[config.mk]
export PLATFORM = sky130hd
export DESIGN_NAME = mips_reg_trace_unit
export DESIGN_NICKNAME = d
export VERILOG_FILES = /design/src/rtl/mips_reg_trace_unit_pkg.sv /design/src/rtl/mips_reg_trace_unit_fifo.sv /design/src/rtl/mips_reg_trace_unit.sv
export SDC_FILE = /design/constraint.sdc
export NUM_CORES = 1
export LEC_CHECK = 0
export ABC_AREA = 1
export CAP_MARGIN = 15
export CORE_MARGIN = 1
export CORE_UTILIZATION = 60
export DETAILED_ROUTE_END_ITERATION = 7
export PLACE_DENSITY_LB_ADDON = 0.15
export SYNTH_ARGS = -nofsm -noshare
export SYNTH_HDL_FRONTEND = slang
export SYNTH_SLANG_ARGS = --single-unit
[constraint.sdc]
create_clock -name mips_clk -period 5.1 [get_ports mips_clk]
set_input_delay 0.51 -clock mips_clk [delete_from_list [all_inputs] [get_ports mips_clk]]
set_output_delay 0.51 -clock mips_clk [all_outputs]
set_load 0.05 [all_outputs]
[src/rtl/mips_reg_trace_unit_pkg.sv]
// Shared definitions for the register-write tracer: FSM states, entry layout.
package mips_reg_trace_unit_pkg;

  localparam int REG_W    = 5;
  localparam int NUM_REGS = 32;

  typedef enum logic [1:0] {
    ST_IDLE  = 2'd0,
    ST_ARMED = 2'd1,
    ST_DONE  = 2'd2
  } trace_state_t;

  // Entry is {ts, reg, data}; data sits at bit 0.
  function automatic int entry_w(input int ts_w, input int data_w);
    return ts_w + REG_W + data_w;
  endfunction

  function automatic int reg_lsb(input int data_w);
    return data_w;
  endfunction

  function automatic int ts_lsb(input int data_w);
    return data_w + REG_W;
  endfunction

endpackage

[src/rtl/mips_reg_trace_unit_fifo.sv]
// Synchronous first-word-fall-through FIFO holding trace entries.
// A push into a full FIFO is accepted only when a pop happens in the same cycle.
module trace_fifo #(
  parameter  int DEPTH = 16,
  parameter  int WIDTH = 8,
  localparam int AW    = $clog2(DEPTH),
  localparam int LW    = $clog2(DEPTH + 1)
) (
  input  logic             mips_clk,
  input  logic             mips_rst,
  input  logic             push,
  input  logic             pop,
  input  logic [WIDTH-1:0] wdata,
  output logic [WIDTH-1:0] rdata,
  output logic             full,
  output logic             empty,
  output logic [LW-1:0]    level
);

  logic [WIDTH-1:0] mem [DEPTH];
  logic [AW-1:0]    wr_ptr, rd_ptr;
  logic             do_push, do_pop;

  assign full    = (level == LW'(DEPTH));
  assign empty   = (level == '0);
  assign do_pop  = pop && !empty;
  assign do_push = push && (!full || do_pop);
  // Head is shown only while valid so the output reads zero when empty.
  assign rdata   = empty ? '0 : mem[rd_ptr];

  // Storage array; contents are don't-care until written.
  always_ff @(posedge mips_clk) begin
    if (do_push) mem[wr_ptr] <= wdata;
  end

  // Pointers and occupancy; depth is a power of two so pointers wrap naturally.
  always_ff @(posedge mips_clk or negedge mips_rst) begin
    if (!mips_rst) begin
      wr_ptr <= '0;
      rd_ptr <= '0;
      level  <= '0;
    end else begin
      if (do_push) wr_ptr <= wr_ptr + AW'(1);
      if (do_pop)  rd_ptr <= rd_ptr + AW'(1);
      case ({do_push, do_pop})
        2'b10:   level <= level + LW'(1);
        2'b01:   level <= level - LW'(1);
        default: level <= level;
      endcase
    end
  end

endmodule

[src/rtl/mips_reg_trace_unit.sv]
// Register-write tracer: snoops the regfile write port, filters by mask and
// optional change-only mode, timestamps events and streams them out of a FIFO.
module mips_reg_trace_unit
  import mips_reg_trace_unit_pkg::*;
#(
  parameter  int DATA_W      = 32,
  parameter  int TS_W        = 16,
  parameter  int DEPTH       = 16,
  parameter  int CYCLE_LIMIT = 1000,
  parameter  int CHANGE_ONLY = 0,
  localparam int ENTRY_W     = entry_w(TS_W, DATA_W),
  localparam int LVL_W       = $clog2(DEPTH + 1)
) (
  input  logic               mips_clk,
  input  logic               mips_rst,
  input  logic               trace_en,
  input  logic               clr_stat,
  input  logic [31:0]        trace_mask,
  input  logic               rf_we,
  input  logic [REG_W-1:0]   rf_waddr,
  input  logic [DATA_W-1:0]  rf_wdata,
  output logic               out_valid,
  input  logic               out_ready,
  output logic [ENTRY_W-1:0] out_data,
  output logic [LVL_W-1:0]   fifo_level,
  output logic               overflow,
  output logic [15:0]        drop_cnt,
  output logic               done,
  output logic [1:0]         state
);

  localparam int ARM_W  = (CYCLE_LIMIT > 1) ? $clog2(CYCLE_LIMIT) : 1;
  localparam int LIM_M1 = (CYCLE_LIMIT == 0) ? 0 : CYCLE_LIMIT - 1;

  trace_state_t      st;
  logic [TS_W-1:0]   ts;
  logic [ARM_W-1:0]  arm_cnt;
  logic [DATA_W-1:0] shadow [NUM_REGS];
  logic              evt, changed, pop, full, empty, drop;

  assign state = st;
  assign done  = (st == ST_DONE);

  // Free-running timestamp, wraps at 2^TS_W.
  always_ff @(posedge mips_clk or negedge mips_rst) begin
    if (!mips_rst) ts <= '0;
    else           ts <= ts + TS_W'(1);
  end

  // Capture window FSM; arm_cnt counts cycles spent in ARMED.
  always_ff @(posedge mips_clk or negedge mips_rst) begin
    if (!mips_rst) begin
      st      <= ST_IDLE;
      arm_cnt <= '0;
    end else begin
      case (st)
        ST_IDLE: if (trace_en) begin
          st      <= ST_ARMED;
          arm_cnt <= '0;
        end
        ST_ARMED: begin
          if (!trace_en)
            st <= ST_IDLE;
          else if (CYCLE_LIMIT != 0 && arm_cnt == ARM_W'(LIM_M1))
            st <= ST_DONE;
          else if (CYCLE_LIMIT != 0)
            arm_cnt <= arm_cnt + ARM_W'(1);
        end
        ST_DONE: if (clr_stat) st <= ST_IDLE;
        default: st <= ST_IDLE;
      endcase
    end
  end

  // Shadow copy of the regfile, updated on every real write whatever the mask.
  always_ff @(posedge mips_clk or negedge mips_rst) begin
    if (!mips_rst) begin
      for (int i = 0; i < NUM_REGS; i++) shadow[i] <= '0;
    end else if (rf_we && rf_waddr != '0) begin
      shadow[rf_waddr] <= rf_wdata;
    end
  end

  // Event filter; compares against the shadow value before this write lands.
  assign changed = (rf_wdata != shadow[rf_waddr]);
  assign evt     = (st == ST_ARMED) && rf_we && (rf_waddr != '0) &&
                   trace_mask[rf_waddr] && ((CHANGE_ONLY == 0) || changed);
  assign pop       = out_valid && out_ready;
  assign drop      = evt && full && !pop;
  assign out_valid = !empty;

  trace_fifo #(.DEPTH(DEPTH), .WIDTH(ENTRY_W)) u_fifo (
    .mips_clk (mips_clk),
    .mips_rst (mips_rst),
    .push     (evt),
    .pop      (pop),
    .wdata    ({ts, rf_waddr, rf_wdata}),
    .rdata    (out_data),
    .full     (full),
    .empty    (empty),
    .level    (fifo_level)
  );

  // Loss accounting; a clear in the same cycle as a drop still records that drop.
  always_ff @(posedge mips_clk or negedge mips_rst) begin
    if (!mips_rst) begin
      overflow <= 1'b0;
      drop_cnt <= '0;
    end else if (clr_stat) begin
      overflow <= drop;
      drop_cnt <= drop ? 16'd1 : 16'd0;
    end else if (drop) begin
      overflow <= 1'b1;
      if (drop_cnt != 16'hFFFF) drop_cnt <= drop_cnt + 16'd1;
    end
  end

endmodule

==> results of run 1 <==
## worst max-delay path: stages (launching register included)
cell             delay (ps)
dfrtp_4                 640
inv_8                   600
buf_4                   510
o21ai_0                 150
o221ai_1                170
o211ai_1                150
a21oi_1                 310
clkdlybuf4s50_1         860
## cells in the final DEF, fill, tap and decap left out, types with 2 or more instances in the layout
master and count:
inv_2 4, inv_4 2, clkbuf_16 93, nand4_1 9, nor2_1 463, nand2_2 3
inv_6 2, buf_12 15, xor2_1 38, clkinvlp_4 4, o21ai_0 434, clkdlybuf4s50_1 152
dfrtp_1 54, nor2_4 19, ha_1 11, o21ai_1 9, edfxtp_1 848, clkinv_2 12
clkinv_1 25, nor4_1 6, o22ai_1 65, o21ai_2 5, nand2_1 118, nand3_1 86
bufinv_16 11, nor3_1 13, o221ai_1 147, nor3b_2 2, inv_1 66, clkbuf_1 15
dfrtp_4 3, buf_4 43, nand2_4 4, a21oi_1 59, o211ai_1 65
## stage by stage
| step | hold WS [ps] | setup slack [ps] | power (mW) | area, um2 |
|---|---|---|---|---|
| after floorplan | 214 | 754 | 14.4 | 36200 |
| after global placement | 498 | 936 | 17.2 | 38700 |
| after detailed placement | 504 | 872 | 17.4 | 38700 |
| after CTS | 47.4 | 420 | 23.9 | 41600 |
| after global routing | 77.5 | 228 | 24.8 | 41600 |
| final | 33.2 | 351 | 23.8 | 41600 |
## registers in the layout (all words and copies together) (netlist names)
name           flops
overflow           1
u_fifo.level       5
u_fifo.mem       848
arm_cnt           10
ts                16
state              2
u_fifo.wr_ptr      4
drop_cnt          16
u_fifo.rd_ptr      4
## routing by layer
layer,part of all wire [%],wire [um],track usage [%],vias to the layer above
met5,0,0,0,-
met4,2.1,1840,8.86,0
met3,8.2,7160,3.58,140
met2,48,42200,45.7,1162
met1,41,36200,41.3,11800
li1,-,-,-,10500
## area by class of cell
type	instances	area, um2	share of cell area, %
Clock buffer	108	2380	5.73
Tap cell	773	967	2.32
Inverter	74	290	0.698
Clock inverter	53	528	1.27
Timing Repair Buffer	211	2150	5.17
Multi-Input combinational cell	1564	8360	20.1
Sequential cell	906	26900	64.7
## cell families after synthesis
group,Yosys count,synth area share (%)
compound gates,787,13.1
xor+xnor,38,0.919
fa+ha+maj,12,0.435
buf+inv,259,2.93
flops,906,74.3
simple gates,727,8.25
## cell usage after synthesis, types with 2 or more instances
library cell  instances
clkbuf_1            143
nor3b_2               2
inv_2                 3
inv_1                69
nand3_1              86
o21ai_2               5
o22ai_1              65
o21ai_1               9
nor2_4                2
xor2_1               38
o221ai_1            147
ha_1                 11
nand2_1             118
nand2_4               4
buf_1                 2
nand4_1               9
o21ai_0             434
nor3_1               13
a21oi_1              59
nand2_2               3
buf_2                35
o211ai_1             65
nor2_1              479
edfxtp_1            848
dfrtp_1              58
nor4_1                6
buf_6                 4
## worst paths after layout
check,end,slack (ps),depth (start not counted)
setup / recovery,out_data[17],350,7
hold reg to reg,arm_cnt[1],520,2
hold / removal,drop_cnt[5],30,2
setup reg to reg,u_fifo.level[4],1840,18
min in group mips_clk,arm_cnt[1],520,2
max in group asynchronous,u_fifo.rd_ptr[2],4490,2
## power groups by stage
stage	clock network (mW)	logic (mW)	registers [mW]
finish	6.55	8.76	8.53
global route	6.89	9.38	8.55
CTS	6.61	8.75	8.53
detailed placement	0	8.69	8.68
global placement	0	8.53	8.67
floorplan	0	5.78	8.62
==> run metrics, run 1 <==
outcome complete, but fails checks; violations in the final reports DRC; drt pass-1 iters 8; drt wl/cell 23.7 um; vias in the first global route 23,000; CTS Buf Count 89; synth warn 0; top-level port count ~150; final core occ between 70% and 80%; Post-Syn Instances 2,729; synth top area cells edfxtp_1, o21ai_0, nor2_1, dfrtp_1, o221ai_1; ANT cells 0; CTS sink cnt roughly 910; final std cells w/o fill ~3,700; GRT Overall Usage between 20% and 30%; Mapped Area between 30,000 and 40,000 um2; DRC violations left 8; routed via count 23,600; cell taking the most area after synthesis edfxtp_1; Syn Nets roughly 2,800; RSZ-0062 raised after global routing false; switch share a little under two fifths; EDFF count, synth roughly 850; initial antenna violation count 1; clk_lat worst skew between 600 and 700 ps; TNS Setup 0 ps; Setup CP Type reg -> out; CP arrival about 4200 ps; final setup violation count 0; power per cell area between 500 and 600 nW/um2; initial core utilization roughly 60%; period utilisation layout approximately 93%; syn avg cell area 13.3 um2; Worst Skew 24.7 ps; Hold Violations, Final 0; hold_buf cts 0; CP Data Required Time around 4600 ps; switching power approximately 9.1 mW; Critical Path End Type output port; Die X roughly 250 um; Core ar. a little under 60,000 um2; site row count 89; sequential share of power 35.8%; Max Root-Sink Buffers 3; vias per std cell roughly 6.4; Post-synth ARST share 6.40%; RR Startpoint u_fifo.level[0]; fillers ~3,900; Comb pwr share 36.8%; DRT iter0 DRCs 2,906; fmax 0.211 GHz; GRT overflow 0; area grow syn2layout 14.9%; top cell type's share of synthesized area 70.3%; LEAKAGE around 14 nW; crit path from u_fifo.rd_ptr[0]; Power Internal 14.7 mW; post-route ant nets 0; Yosys reg bits ~900; first-pass GRT wire length 133,000 um; slew margin rel. 32.4%; peak supply drop about 730 uV; crit path max fanout about 150; DP Cell Count approximately 3,500; Clk pwr share between 20% and 30%; Die H 248 um; post_cts resized 0; H-tree depth 3; DIE AREA 61,300 um2; max cap viols 0; post-CTS setup buffer count 0; most used flip-flop cell after synthesis edfxtp_1; layout cell share with drive strength beyond 1 under 10%; I/O Buffers roughly 150; largest net degree at the start of global routing 215; HP Class in -> async; Final #Nets between 2,000 and 3,000; Post-DP HPWL about 46,000 um; fin crit period 4750 ps; CTS tree built; routed wire length around 87,000 um; routability congestion estimate between 0.8 and 0.9; register area share after synthesis between 70% and 80%; Max Slew Vio Count 0; root buffer cell clkbuf_16; Worst-path clk slew around 60 ps; worst slew pin tran a little over 1000 ps; CP Launch Type flop; Cell variety after synth 39
(Power assumes the default switching activity.)
==> run 2: changes to the inputs <==
--- a/config.mk
+++ b/config.mk
@@ -11,6 +11,7 @@
 export CORE_UTILIZATION = 60
 export DETAILED_ROUTE_END_ITERATION = 7
 export PLACE_DENSITY_LB_ADDON = 0.15
+export SLEW_MARGIN = 20
 export SYNTH_ARGS = -nofsm -noshare
 export SYNTH_HDL_FRONTEND = slang
 export SYNTH_SLANG_ARGS = --single-unit
==> results of run 2 <==
Final layout, timing and power as in run 1 (identical DEF).
